`src/rtl/fft_bitrev_loader.sv`:
```
// Collects one frame of real samples in bit-reversed order, then streams the
// stage-1 radix-2 butterfly operand pairs (entry 2k, entry 2k+1) downstream.
module fft_bitrev_loader #(
   parameter int N_POINTS      = 8,
   parameter int SAMPLE_SIZE   = 32,
   parameter int TWIDDLE_SIZE  = 16,
   parameter int NO_FLOAT_MULT = 1000,
   localparam int ADDR_W       = $clog2(N_POINTS),
   localparam int PAIR_W       = ADDR_W - 1
) (
   input  logic                           clk,
   input  logic                           rst_n,
   input  logic signed [SAMPLE_SIZE-1:0]  in_sample,
   input  logic                           in_valid,
   output logic                           in_ready,
   output logic signed [SAMPLE_SIZE-1:0]  even_real,
   output logic signed [SAMPLE_SIZE-1:0]  even_imag,
   output logic signed [SAMPLE_SIZE-1:0]  odd_real,
   output logic signed [SAMPLE_SIZE-1:0]  odd_imag,
   output logic signed [TWIDDLE_SIZE-1:0] twiddle_real,
   output logic signed [TWIDDLE_SIZE-1:0] twiddle_imag,
   output logic        [PAIR_W-1:0]       pair_index,
   output logic                           out_valid,
   input  logic                           out_ready,
   output logic                           frame_done
);

   typedef enum logic {FILL, DRAIN} state_t;

   state_t                   state_q, state_d;
   logic [ADDR_W-1:0]        wr_cnt_q, wr_cnt_d;
   logic [PAIR_W-1:0]        pair_cnt_q, pair_cnt_d;
   logic                     frame_done_q, frame_done_d;
   logic signed [SAMPLE_SIZE-1:0] mem_q [N_POINTS];

   logic wr_en, rd_en, last_wr, last_pair;

   function automatic logic [ADDR_W-1:0] bitrev(input logic [ADDR_W-1:0] a);
      logic [ADDR_W-1:0] r;
      for (int i = 0; i < ADDR_W; i++) r[i] = a[ADDR_W-1-i];
      return r;
   endfunction

   assign wr_en     = in_valid && in_ready;
   assign rd_en     = out_valid && out_ready;
   assign last_wr   = wr_en && (wr_cnt_q == ADDR_W'(N_POINTS - 1));
   assign last_pair = rd_en && (pair_cnt_q == PAIR_W'(N_POINTS / 2 - 1));

   always_ff @(posedge clk or negedge rst_n) begin
      if (!rst_n) begin
         state_q      <= FILL;
         wr_cnt_q     <= '0;
         pair_cnt_q   <= '0;
         frame_done_q <= 1'b0;
      end else begin
         state_q      <= state_d;
         wr_cnt_q     <= wr_cnt_d;
         pair_cnt_q   <= pair_cnt_d;
         frame_done_q <= frame_done_d;
      end
   end

   always_comb begin
      state_d      = state_q;
      wr_cnt_d     = wr_cnt_q;
      pair_cnt_d   = pair_cnt_q;
      frame_done_d = 1'b0;
      case (state_q)
         FILL: begin
            if (last_wr) begin
               state_d    = DRAIN;
               wr_cnt_d   = '0;
               pair_cnt_d = '0;
            end else if (wr_en) begin
               wr_cnt_d = wr_cnt_q + 1'b1;
            end
         end
         DRAIN: begin
            if (last_pair) begin
               state_d      = FILL;
               pair_cnt_d   = '0;
               frame_done_d = 1'b1;
            end else if (rd_en) begin
               pair_cnt_d = pair_cnt_q + 1'b1;
            end
         end
         default: state_d = FILL;
      endcase
   end

   always_comb begin
      in_ready  = (state_q == FILL);
      out_valid = (state_q == DRAIN);
   end

   // Storage is never written in DRAIN, so the read pair holds while stalled.
   always_ff @(posedge clk) begin
      if (wr_en) mem_q[bitrev(wr_cnt_q)] <= in_sample;
   end

   assign even_real    = mem_q[{pair_cnt_q, 1'b0}];
   assign odd_real     = mem_q[{pair_cnt_q, 1'b1}];
   assign even_imag    = '0;
   assign odd_imag     = '0;
   assign twiddle_real = TWIDDLE_SIZE'(NO_FLOAT_MULT);
   assign twiddle_imag = '0;
   assign pair_index   = pair_cnt_q;
   assign frame_done   = frame_done_q;

endmodule

```
`config.mk`:
```
export PLATFORM = sky130hd
export DESIGN_NAME = fft_bitrev_loader
export DESIGN_NICKNAME = d
export VERILOG_FILES = /design/src/rtl/fft_bitrev_loader.sv
export SDC_FILE = /design/constraint.sdc
export NUM_CORES = 1
export LEC_CHECK = 0
export CORE_MARGIN = 2
export CORE_UTILIZATION = 30
export DETAILED_ROUTE_END_ITERATION = 16
export PLACE_DENSITY = 0.52
export SLEW_MARGIN = 20
export SYNTH_ARGS = -nofsm -noshare
export SYNTH_HDL_FRONTEND = slang
export SYNTH_SLANG_ARGS = --single-unit
```
`constraint.sdc`:
```
create_clock -name clk -period 2.9 [get_ports clk]
set_input_delay 0.435 -clock clk [delete_from_list [all_inputs] [get_ports clk]]
set_output_delay 0.435 -clock clk [all_outputs]
set_load 0.1 [all_outputs]
```
==> results of run 1 <==
critical path, stage by stage (launching register included):
cell	delay (ps)
dfrtp_4	730
buf_4	350
mux4_2	420
buf_12	200
per-layer routing:
layer / wire [um] / vias up / GRT usage
li1: - / 1983 / -
met1: 8610 / 2393 / 0.147
met2: 10000 / 186 / 0.187
met3: 1230 / 26 / 0.0230
met4: 361 / 0 / 0.0286
met5: 0 / - / 0
cells in the mapped netlist:
master	count	share of area
a211o_1	1	0.00084
a21bo_2	1	0.00096
a21oi_1	1	0.00048
and2_1	1	0.00060
and3_1	7	0.0042
and3b_1	2	0.0017
buf_12	4	0.0077
buf_2	7	0.0034
buf_4	98	0.070
buf_6	1	0.0011
clkbuf_1	2	0.00072
conb_1	2	0.00072
dfrtp_1	7	0.017
edfxtp_1	256	0.74
ha_1	7	0.0084
inv_1	4	0.0014
mux2_2	3	0.0032
mux4_2	64	0.14
nand3_1	1	0.00048
nor2_1	3	0.0011
nor2b_1	1	0.00060
nor4bb_1	1	0.00096
o21ai_0	1	0.00048
sequential cells by signal (all words and copies together) (netlist names):
name	cells
out_valid	1
pair_index	2
wr_cnt_q	3
frame_done	1
mem_q	256
final cells by class:
| type | instances | area [um2] | area share |
|---|---|---|---|
| clock buffers | 34 | 669 | 0.0504 |
| clock inverters | 11 | 161 | 0.0121 |
| inverters | 4 | 15.0 | 0.00113 |
| multi-input cells | 190 | 2060 | 0.155 |
| flip-flops and latches | 263 | 7870 | 0.592 |
| well taps | 455 | 569 | 0.0428 |
| repair buffers | 126 | 1940 | 0.146 |
through the flow:
| step | instance area, um2 | instances |
|---|---|---|
| finish | 13300 | 1083 |
| global route | 13300 | 1083 |
| CTS | 13300 | 1082 |
| detailed placement | 12400 | 1037 |
| global placement | 12400 | 1037 |
| floorplan | 10800 | 569 |
kinds of logic (layout without fill, tap and decap cells):
group / after synthesis / count (layout)
AOI/OAI and AO/OA: 4 / 4
adders and majority gates: 7 / 7
buffers and inverters: 116 / 175
DFF: 263 / 263
muxes: 67 / 67
other: 2 / 96
and+or+nand+nor: 16 / 16
worst paths after layout:
kind / from / to
min in group clk: wr_cnt_q[1]$_DFFE_PN0P_ / wr_cnt_q[1]$_DFFE_PN0P_
worst min register to register: wr_cnt_q[1]$_DFFE_PN0P_ / wr_cnt_q[1]$_DFFE_PN0P_
max in group asynchronous: rst_n / pair_index[0]$_DFFE_PN0P_
worst max register to register: wr_cnt_q[0]$_DFFE_PN0P_ / mem_q[7][24]$_DFFE_PP_
worst min-delay path: rst_n / pair_index[1]$_DFFE_PN0P_
worst max-delay path: pair_index[1]$_DFFE_PN0P_ / even_real[8]
what timing repair did:
item | CTS | global route
endpoints found under the setup margin | 0 | 9
setup buffers | 0 | 1
hold buffers | 0 | 0
==> flow_summary.ini, run 1 <==
[place]
hpwl_mm = 13.0
globalplace.congestion = 0.705
place_ws_ps = 539
io_buffer_count = 104

[yosys]
yosysWarnings = 0
synthCells = 475
ys_ff_latch = 263
synth.distinct_cells = 23
synth_fa_ha_area_frac = 0.00838
syn_avg_cell_area_um2 = 22.0
synthMuxAreaShare = 0.141
yosysSeqAreaShare = 0.753
synth_compound_area_frac = 0.00275
synth_top_family_by_area = multiplexers
netlist_area_um2 = 10400
synth-simple-area-share = 0.00958
synthXorXnorAreaFrac = 0

[clock_network]
clkTransAtPathRegs_ps = 60
tritoncts = yes
cts_made_buffers = 25
cts_resized = 0
clock-root-buffer = clkbuf_16
htree_num_levels = 1
clk_latency_ps = 520
cts_buffer_depth = 3
numClockSinks = 263

[drt]
drtIter0Drc = 253
drc = 0
viasPerCell = 4.24
drtPass1Iterations = 4
wirelength_mm = 20.2
postRouteAntennaNets = 0
vias = 4588
routedWlPerCell_um = 18.7

[sta]
setup_viol = 0
hold_ws_ps = 201
period_minus_slack_ps = 2700
fmax_mhz = 371
finalClockSkew_ps = 16.2
fin_setup_tns_ps = 0
slew_viol_final = 0
rsz0062_at_grt = no
timing.final.ws_setup_ps = 205
fin_crit_sh = 0.929
finalHoldViolCount = 0

[finish]
area_delta_synth_final_pct = 27.2
nNetsFinal = 653
final_util = 0.386
diodes = 0
fill_cells = 3095
final_common_cell = edfxtp_1
layout_common_cells = edfxtp_1 (256), conb_1 (96), buf_12 (71)
drive_above_1_share = 0.323

[global_routing]
first_global_vias = 4864
grt_usage = 0.111
overflow = 0
grt_max_degree = 32
grt_pass1_wl_mm = 30.0
antenna_found_initial = 0

[floorplan]
start_util = 0.303
die_area_um2 = 36300
dieWidth_um = 191
ios = 201
die_h_um = 191
core_um2 = 34500
rows = 68

[setup_path]
r2r_setup_slack_ps = 1010
cp.arrival_ps = 2260
worstPathRequired_ps = 2470
endpoint_kind = output pin
path_class = register to output pin
critPathMaxFanout = 31
start_kind = register
reg2reg_depth = 4

[worst_hold_path]
min_path_type = input pin to async pin

[flow_run]
drv_cap = 0

[status]
outcome = complete, no violations
Power of run 1 is not shown: default switching activity piles up to over one toggle a cycle in this logic, so the estimate is an artifact.
==> run 2, diff against run 1 <==
- RECOVER_POWER: not set -> 50
- REMOVE_ABC_BUFFERS: not set -> 1
- SLEW_MARGIN: 20 -> not set
==> run 2 against run 1 <==
Compared with the run above:
- core utilization shrank 0.98 points
- first-iteration DRC count shrank 19%
- die area is the same
- sequential share of layout area grew 1.5 points
- sequential cell count is the same
- global-route usage grew 0.14 points
- via count grew 0.20%
- largest cell class unchanged
- critical path depth is the same
- maximum frequency shrank 0.87%
==> flow_summary.ini, run 2 (synthesis gave the netlist of run 1 again) <==
[finish]
nNetsFinal = 653
finish.instance_area_um2 = 13000
area_delta_synth_final_pct = 24.0
final_common_cell = edfxtp_1
largest-register = mem_q
drive_above_1_share = 0.310
fill_cells = 3126
layout_common_cells = edfxtp_1 (256), conb_1 (96), mux4_2 (64)
instances_no_fill = 1085
final_util = 0.376
diodes = 0
largest_reg_flops = 256

[sta]
fin_crit_sh = 0.938
slew_viol_final = 0
period_minus_slack_ps = 2720
finalHoldViolCount = 0
hold_ws_ps = 248
finalClockSkew_ps = 10.6
rsz0062_at_grt = no
setup_viol = 0
worstMarginPinSlew_ps = 1170
maxSlewHeadroom = 0.222
fmax_mhz = 368

[clock_network]
cts_hold_buf = 0
clkTransAtPathRegs_ps = 60
cts_resized = 0
cts_buffer_depth = 3
clock-root-buffer = clkbuf_16
clk_latency_ps = 530
tritoncts = yes
htree_num_levels = 1
cts_made_buffers = 28
postCtsSetupRepairBufs = 0
numClockSinks = 263

[global_routing]
grt_max_degree = 44
grt_use_met1 = 0.144
overflow = 0
top_usage_layer = met2
grt_pass1_wl_mm = 30.6
first_global_vias = 4815
grt_use_met2 = 0.196
grt_usage = 0.113
use_met3 = 0.0282
antenna_found_initial = 3

[drt]
viasPerCell = 4.24
vias = 4597
wirelength_mm = 20.8
drtPass1Iterations = 4
drtIter0Drc = 204
routedWlPerCell_um = 19.2
postRouteAntennaNets = 0
drc = 0

[flow_run]
drv_cap = 0

[setup_path]
r2r-start = out_valid$_DFF_PN0_
start_kind = register
slowest_stage = mux4_2
critical_path.top_delay_family = buffers and inverters
worstPathRequired_ps = 2470
path_class = register to output pin
r2r_setup_slack_ps = 660
reg2reg_depth = 4
timing.rr.end = mem_q[5][11]$_DFFE_PP_
critPathMaxFanout = 26
slowest_delay_ps = 610
crit_top_cell = buf_4
path_cells = buf_4 -> mux4_2 -> buf_4
cp.arrival_ps = 2280
endpoint_kind = output pin
path_buf_inv = 2

[floorplan]
rows = 68
die_h_um = 191
dieWidth_um = 191
ios = 201
die_area_um2 = 36300
start_util = 0.303
core_um2 = 34500

[place]
placed_cell_area_um2 = 12100
io_buffer_count = 104
dp_cells = 1035
globalplace.congestion = 0.677
hpwl_mm = 13.3

[worst_hold_path]
min_path_type = input pin to async pin

[status]
outcome = complete, no violations
==> run 2: per-stage QoR <==
step | setup TNS (ps) | worst slack [ps]
2_1_floorplan | -117180 | -1750
3_3_place_gp | 0 | 696
3_5_place_dp | 0 | 666
4_1_cts | 0 | 124
5_1_grt | 0 | 56.6
6_report | 0 | 181
==> run 2: worst register-to-register path: cells and delay by family (launching register included) <==
kind          cells  cell delay [ps]
simple gates      2              390
buf+inv           2              990
flops             1              480
==> run 2: worst max-delay path by stage <==
stage	startpoint	end	slack (ps)	cells after the start
after floorplan	pair_index[0]$_DFFE_PN0P_	even_real[0]	-1750	1
after global placement	in_valid	mem_q[0][8]$_DFFE_PP_	700	5
after detailed placement	in_valid	mem_q[0][8]$_DFFE_PP_	670	5
after CTS	pair_index[0]$_DFFE_PN0P_	even_real[7]	120	3
after global routing	pair_index[0]$_DFFE_PN0P_	even_real[7]	60	3
final	pair_index[0]$_DFFE_PN0P_	even_real[7]	180	3
==> run 2: cell type report <==
| class | instances | area [um2] | area share |
|---|---|---|---|
| Sequential cell | 263 | 7870 | 0.608 |
| Multi-Input combinational cell | 190 | 2060 | 0.159 |
| Timing Repair Buffer | 123 | 1570 | 0.121 |
| Clock buffer | 35 | 748 | 0.0578 |
| Tap cell | 455 | 569 | 0.0440 |
| Clock inverter | 15 | 121 | 0.00937 |
| Inverter | 4 | 15.0 | 0.00116 |
==> run 2: routing by layer <==
metal / routed length, um / share of wire
met1: 8690 / 0.42
met2: 10500 / 0.51
met3: 1290 / 0.062
met4: 244 / 0.012
met5: 24 / 0.0012
Power of run 2 is left out for the same reason.
